`src/rtl/regfile_pkg.sv`:
```
// regfile_pkg
//   Shared definitions for the SPI command decoder and the configuration
//   register file: frame opcodes, register addresses and the writer's
//   state encoding.
package regfile_pkg;

  // Frame opcodes (first byte of every chip-select frame).
  localparam logic [7:0] CMD_CONF_WR = 8'h2A;
  localparam logic [7:0] CMD_DATA_WR = 8'h2C;

  // Register file map.
  localparam logic [2:0] REG_T0H      = 3'd0;
  localparam logic [2:0] REG_T0S      = 3'd1;
  localparam logic [2:0] REG_T1H      = 3'd2;
  localparam logic [2:0] REG_T1S      = 3'd3;
  localparam logic [2:0] REG_CHAN_LEN = 3'd4;
  localparam logic [2:0] REG_CHAN_CNT = 3'd5;
  localparam logic [2:0] REG_LAST     = 3'd5;

  typedef enum logic [2:0] {
    ST_IDLE,
    ST_CMD,
    ST_ADDR,
    ST_CONF,
    ST_DATA,
    ST_DROP
  } writer_state_e;

  // State entered after an opcode byte; unknown opcodes discard the frame.
  function automatic writer_state_e decode_opcode(input logic [7:0] op);
    case (op)
      CMD_CONF_WR: return ST_ADDR;
      CMD_DATA_WR: return ST_DATA;
      default:     return ST_DROP;
    endcase
  endfunction

endpackage

```
`src/rtl/regfile_writer.sv`:
```
// regfile_writer
//   Parses chip-select-delimited SPI frames and turns them into single-cycle
//   writes on the register-file port (CONF_WR frames) or the pixel RAM port
//   (DATA_WR frames). Pulses frame_done_o when a pixel frame that carried at
//   least one byte closes.
//
// Ports
//   clk_i, rst_n_i          clock, asynchronous active-low reset
//   spi_cs_n_i              frame select (synchronised), low = frame active
//   spi_byte_vld_i          one-cycle strobe, spi_byte_data_i valid
//   spi_byte_data_i [7:0]   received byte
//   reg_wr_en_o/addr/data   register write port (addr 3 bits, data 8 bits)
//   ram_wr_en_o/addr/data   pixel RAM write port (addr RAM_AW bits, data 8)
//   frame_done_o            one-cycle pulse, pixel frame complete
module regfile_writer
  import regfile_pkg::*;
#(
  parameter int RAM_AW = 12
) (
  input  logic              clk_i,
  input  logic              rst_n_i,
  input  logic              spi_cs_n_i,
  input  logic              spi_byte_vld_i,
  input  logic [7:0]        spi_byte_data_i,
  output logic              reg_wr_en_o,
  output logic [2:0]        reg_wr_addr_o,
  output logic [7:0]        reg_wr_data_o,
  output logic              ram_wr_en_o,
  output logic [RAM_AW-1:0] ram_wr_addr_o,
  output logic [7:0]        ram_wr_data_o,
  output logic              frame_done_o
);

  localparam logic [RAM_AW-1:0] RAM_LAST = '1;

  writer_state_e     state;
  writer_state_e     op_next;
  logic [2:0]        reg_addr;
  logic [RAM_AW-1:0] ram_addr;
  logic              data_seen;

  assign op_next = decode_opcode(spi_byte_data_i);

  // NOTE: every register here is sequential state, so it is assigned with <=
  // only; blocking assignments would let later statements see updated values
  // within the same edge and break the one-cycle write timing.
  always_ff @(posedge clk_i or negedge rst_n_i) begin
    if (!rst_n_i) begin
      state         <= ST_IDLE;
      reg_addr      <= '0;
      ram_addr      <= '0;
      data_seen     <= 1'b0;
      reg_wr_en_o   <= 1'b0;
      reg_wr_addr_o <= '0;
      reg_wr_data_o <= '0;
      ram_wr_en_o   <= 1'b0;
      ram_wr_addr_o <= '0;
      ram_wr_data_o <= '0;
      frame_done_o  <= 1'b0;
    end else begin
      // Strobes are single-cycle; address/data outputs hold between writes.
      reg_wr_en_o  <= 1'b0;
      ram_wr_en_o  <= 1'b0;
      frame_done_o <= 1'b0;

      if (state != ST_IDLE && spi_cs_n_i) begin
        // Frame closed: any byte strobe in this cycle is dropped. data_seen
        // is only ever set by pixel bytes, so it alone decides frame_done.
        state        <= ST_IDLE;
        frame_done_o <= data_seen;
        data_seen    <= 1'b0;
      end else begin
        case (state)
          // IDLE decodes an opcode that arrives in the first cs_n-low cycle
          // exactly as CMD would, so the two states share this branch.
          ST_IDLE, ST_CMD: begin
            if (!spi_cs_n_i) begin
              if (spi_byte_vld_i) begin
                state <= op_next;
                if (op_next == ST_DATA) begin
                  ram_addr  <= '0;
                  data_seen <= 1'b0;
                end
              end else begin
                state <= ST_CMD;
              end
            end
          end

          ST_ADDR: begin
            if (spi_byte_vld_i) begin
              reg_addr <= spi_byte_data_i[2:0];
              // Full byte compared so values like 0x08 are rejected too.
              state    <= (spi_byte_data_i > {5'd0, REG_LAST}) ? ST_DROP : ST_CONF;
            end
          end

          ST_CONF: begin
            if (spi_byte_vld_i) begin
              reg_wr_en_o   <= 1'b1;
              reg_wr_addr_o <= reg_addr;
              reg_wr_data_o <= spi_byte_data_i;
              if (reg_addr == REG_LAST) state <= ST_DROP;
              else                      reg_addr <= reg_addr + 3'd1;
            end
          end

          ST_DATA: begin
            if (spi_byte_vld_i) begin
              ram_wr_en_o   <= 1'b1;
              ram_wr_addr_o <= ram_addr;
              ram_wr_data_o <= spi_byte_data_i;
              data_seen     <= 1'b1;
              if (ram_addr == RAM_LAST) state <= ST_DROP;
              else                      ram_addr <= ram_addr + RAM_AW'(1);
            end
          end

          ST_DROP: ;

          default: state <= ST_IDLE;
        endcase
      end
    end
  end

endmodule

```
`config.mk`:
```
export PLATFORM = sky130hd
export DESIGN_NAME = regfile_writer
export DESIGN_NICKNAME = d
export VERILOG_FILES = /design/src/rtl/regfile_pkg.sv /design/src/rtl/regfile_writer.sv
export SDC_FILE = /design/constraint.sdc
export NUM_CORES = 1
export LEC_CHECK = 0
export CAP_MARGIN = 20
export CORE_AREA = 3 3 87 130
export DETAILED_ROUTE_END_ITERATION = 7
export DIE_AREA = 0 0 90 133
export HOLD_SLACK_MARGIN = 0.06
export PLACE_DENSITY = 0.42
export SYNTH_ARGS = -nofsm -noshare
export SYNTH_HDL_FRONTEND = slang
export SYNTH_SLANG_ARGS = --single-unit
export TNS_END_PERCENT = 1
```
`constraint.sdc`:
```
create_clock -name clk_i -period 2.1 [get_ports clk_i]
set_input_delay 0.21 -clock clk_i [delete_from_list [all_inputs] [get_ports clk_i]]
set_output_delay 0.21 -clock clk_i [all_outputs]
set_load 0.05 [all_outputs]
```
==> metrics <==
status=completed; Placed Cells=roughly 430; r2r startpoint=ram_addr[1]; FF-to-FF setup slack=0.20 ns; GP Congestion=about 0.75; clock slew at reported path FFs=0.08 ns; R2R cell count=7; Critical Path RT=2.27 ns; num ports=46; clock root buffer=clkbuf_16; CTS HTree Levels=2; Nets=just over 300; Synth Register Bits=53; pre-CTS setup slack=-0.0903 ns; clk_lat worst skew=0.30 ns; total congestion overflow=0; vias in the first global route=2149; crit path kind=register to register; PnR worst setup slack=0.205 ns; Antenna Nets Post-Route=0; ys async rst share=100%; ys flop type=dfrtp_1; combinational power share=between 30% and 40%; area grow syn2layout=39.5%; Final setup viols=0; Critical Path Stages=7; Clock Sinks=53; TritonCTS clock tree=done; Pwr Total=3.04 mW; final hold viol count=0; largest net degree at the start of global routing=34; reg2reg end=ram_addr[10]; Syn Area/Cell=11.7 µm²; Net Sw Frac=34.3%; die height=133 µm; Initial Util=24.6%; CP max stage cell=dfrtp_1; Peak VDD IR=between 0.5 and 0.6 mV; CP Launch Point=ram_addr[1]; Int Power=1.99 mW; Worst EP arrival=~2.1 ns; # rows=45; TritonRoute pass-1 iters=4; Gate Count Post-Synth=215; Critical Path Sink=ram_addr[10]; vias per inst=4.46; CTS Buf Count=5; Synth Net Count=230; largest delay contributor family on the critical path=compound AO/OA/AOI/OAI gates; relative slew slack=59.6%; Max FO, Critical Path=13; Seq pwr share=between 40 and 50%; Pleak=1.54 nW; # fillers=about 1100; port bufs=45; core area=10200 µm²; Worst setup SP type=register; Hold WC Path Type=input pin to asynchronous set/reset pin; GRT Overall Usage=11.0%; post-DP HPWL=4.70 mm; Seq/Total Area, Yosys=52.6%; Final Instance Count excl. Fillers=435; CP cell instances=ha_1 > and3_1 > buf_4 > a41oi_1 > o221ai_2 > o21ai_0 > o31ai_1; die width=90 µm; CP max stage delay=0.42 ns; clock skew=~0.0091 ns; routed len/inst=14.2 µm; die area=between 10000 and 15000 µm²; Post-synth EDFFs=0; Routed WL=6.18 mm; antenna violations before repair=0; post-synth cell types=roughly 50; DRC violation count after routing=0; share of cells above drive strength 1=~29%; drt initial violations=90; ANT cells=0; post-CTS setup buffer count=0; first-pass GRT wire length=10.6 mm; cell area after synthesis=2520 µm²; Layout Cell Area excl Fill=approximately 3500 µm²; buffers and inverters on the worst path=1; worst hold slack=0.426 ns; Max Fclk=528 MHz; routed via count=1938; switching power total=roughly 1.0 mW; dpl cell area=between 3000 and 4000 µm²; Clk pwr share=28.6%; final worst path period share=90.3%; Power Density=roughly 860 nW/µm²; Tightest Pin Transition=0.607 ns; max-cap check violation count=0; Max Buffers Root-to-Sink=2; Critical Path End Type=register; RSZ-0062 raised after global routing=false; Final Max Tran Viols=0; synth warn=0; Final min period=roughly 1.9 ns
cell usage in the layout, fill, tap and decap left out, types with 2 or more instances in the layout:
master / instances
o31ai_1: 7
o21ai_0: 16
a41oi_1: 2
nand3b_1: 2
dfrtp_1: 53
buf_4: 33
clkdlybuf4s50_1: 44
nor2b_1: 4
inv_1: 4
ha_1: 3
mux2_2: 32
a31o_2: 2
and2_1: 2
and3_1: 4
nand3_1: 7
nor2_1: 13
nand2b_1: 2
clkbuf_16: 5
a21oi_1: 5
nand4_1: 4
nand2_1: 17
final cells by class:
| cell class | instances | area, µm² | area share (%) |
|---|---|---|---|
| sequential | 53 | 1330 | 37.7 |
| clock buffer | 6 | 139 | 3.95 |
| timing repair buffer | 80 | 723 | 20.5 |
| inverter | 5 | 18.8 | 0.533 |
| tap | 141 | 176 | 5.01 |
| multi-input combinational | 148 | 1120 | 31.8 |
| clock inverter | 2 | 17.5 | 0.498 |
per-layer routing:
| layer | share of wire [%] | vias up | GRT usage (%) |
|---|---|---|---|
| met2 | 54 | 39 | 20.5 |
| met4 | 1.5 | 0 | 3.58 |
| met3 | 2.7 | 6 | 2.39 |
| met5 | 0 | - | 0 |
| met1 | 42 | 950 | 12.4 |
| li1 | - | 943 | - |
power by group through the flow:
stage | Combinational (mW) | Clock, mW | Sequential, mW
final | 0.953 | 0.867 | 1.22
after global routing | 1.02 | 0.950 | 1.24
after CTS | 0.971 | 0.910 | 1.22
after detailed placement | 0.965 | 0 | 1.24
after global placement | 0.965 | 0 | 1.24
after floorplan | 0.250 | 0 | 1.56
cells by family (layout without fill, tap and decap cells):
family | count (synthesis) | in the layout | synth area share [%]
compound gates | 47 | 47 | 13.9
fa+ha+maj | 4 | 4 | 1.89
buf+inv | 14 | 93 | 3.07
flops | 53 | 53 | 52.6
mux | 32 | 32 | 14.3
simple gates | 65 | 65 | 14.2
state kept, by name, summed over array words and instances, names as in the netlist:
register and count:
reg_wr_data_o 8, data_seen 1, state 3, reg_wr_en_o 1
ram_wr_en_o 1, frame_done_o 1, reg_wr_addr_o 3, ram_addr 12
ram_wr_data_o 8, reg_addr 3, ram_wr_addr_o 12
synth_stat cells (2+ instances only):
cell type,n,area share [%]
nand3_1,7,1.4
inv_1,4,0.60
nor2b_1,4,0.99
dfrtp_1,53,53
ha_1,3,1.5
nor2_1,13,1.9
nand2b_1,2,0.50
buf_2,5,0.99
nand2_1,17,2.5
a21oi_1,5,0.99
and2_1,2,0.50
nand3b_1,2,0.60
o21ai_0,16,3.2
and3_1,4,0.99
a31o_2,2,0.69
nand4_1,4,0.99
o31ai_1,7,2.1
mux2_2,32,14
a41oi_1,2,0.69
buf_6,2,0.89
per-stage QoR:
step	util [%]	setup TNS, ns
2_1_floorplan	-	0
3_3_place_gp	32.7	-0.130
3_5_place_dp	32.7	-0.580
4_1_cts	34.3	0
5_1_grt	34.3	0
6_report	34.3	0
timing repair:
| item | CTS | global route |
|---|---|---|
| setup endpoints to repair | 0 | 0 |
| gates resized for setup | 0 | 0 |
| hold buffers | 1 | 0 |
| hold endpoints to repair | 20 | 0 |
worst min-delay path by stage:
stage / cells after the start / endpoint / from / slack (ns)
floorplan: 0 / data_seen / rst_n_i / -0.09
global placement: 1 / ram_wr_en_o / rst_n_i / 0.23
detailed placement: 1 / ram_wr_en_o / rst_n_i / 0.23
CTS: 2 / ram_wr_en_o / rst_n_i / 0.44
global route: 2 / ram_wr_en_o / rst_n_i / 0.48
finish: 2 / ram_wr_en_o / rst_n_i / 0.43
No activity file was read; power rests on OpenSTA's default activity.
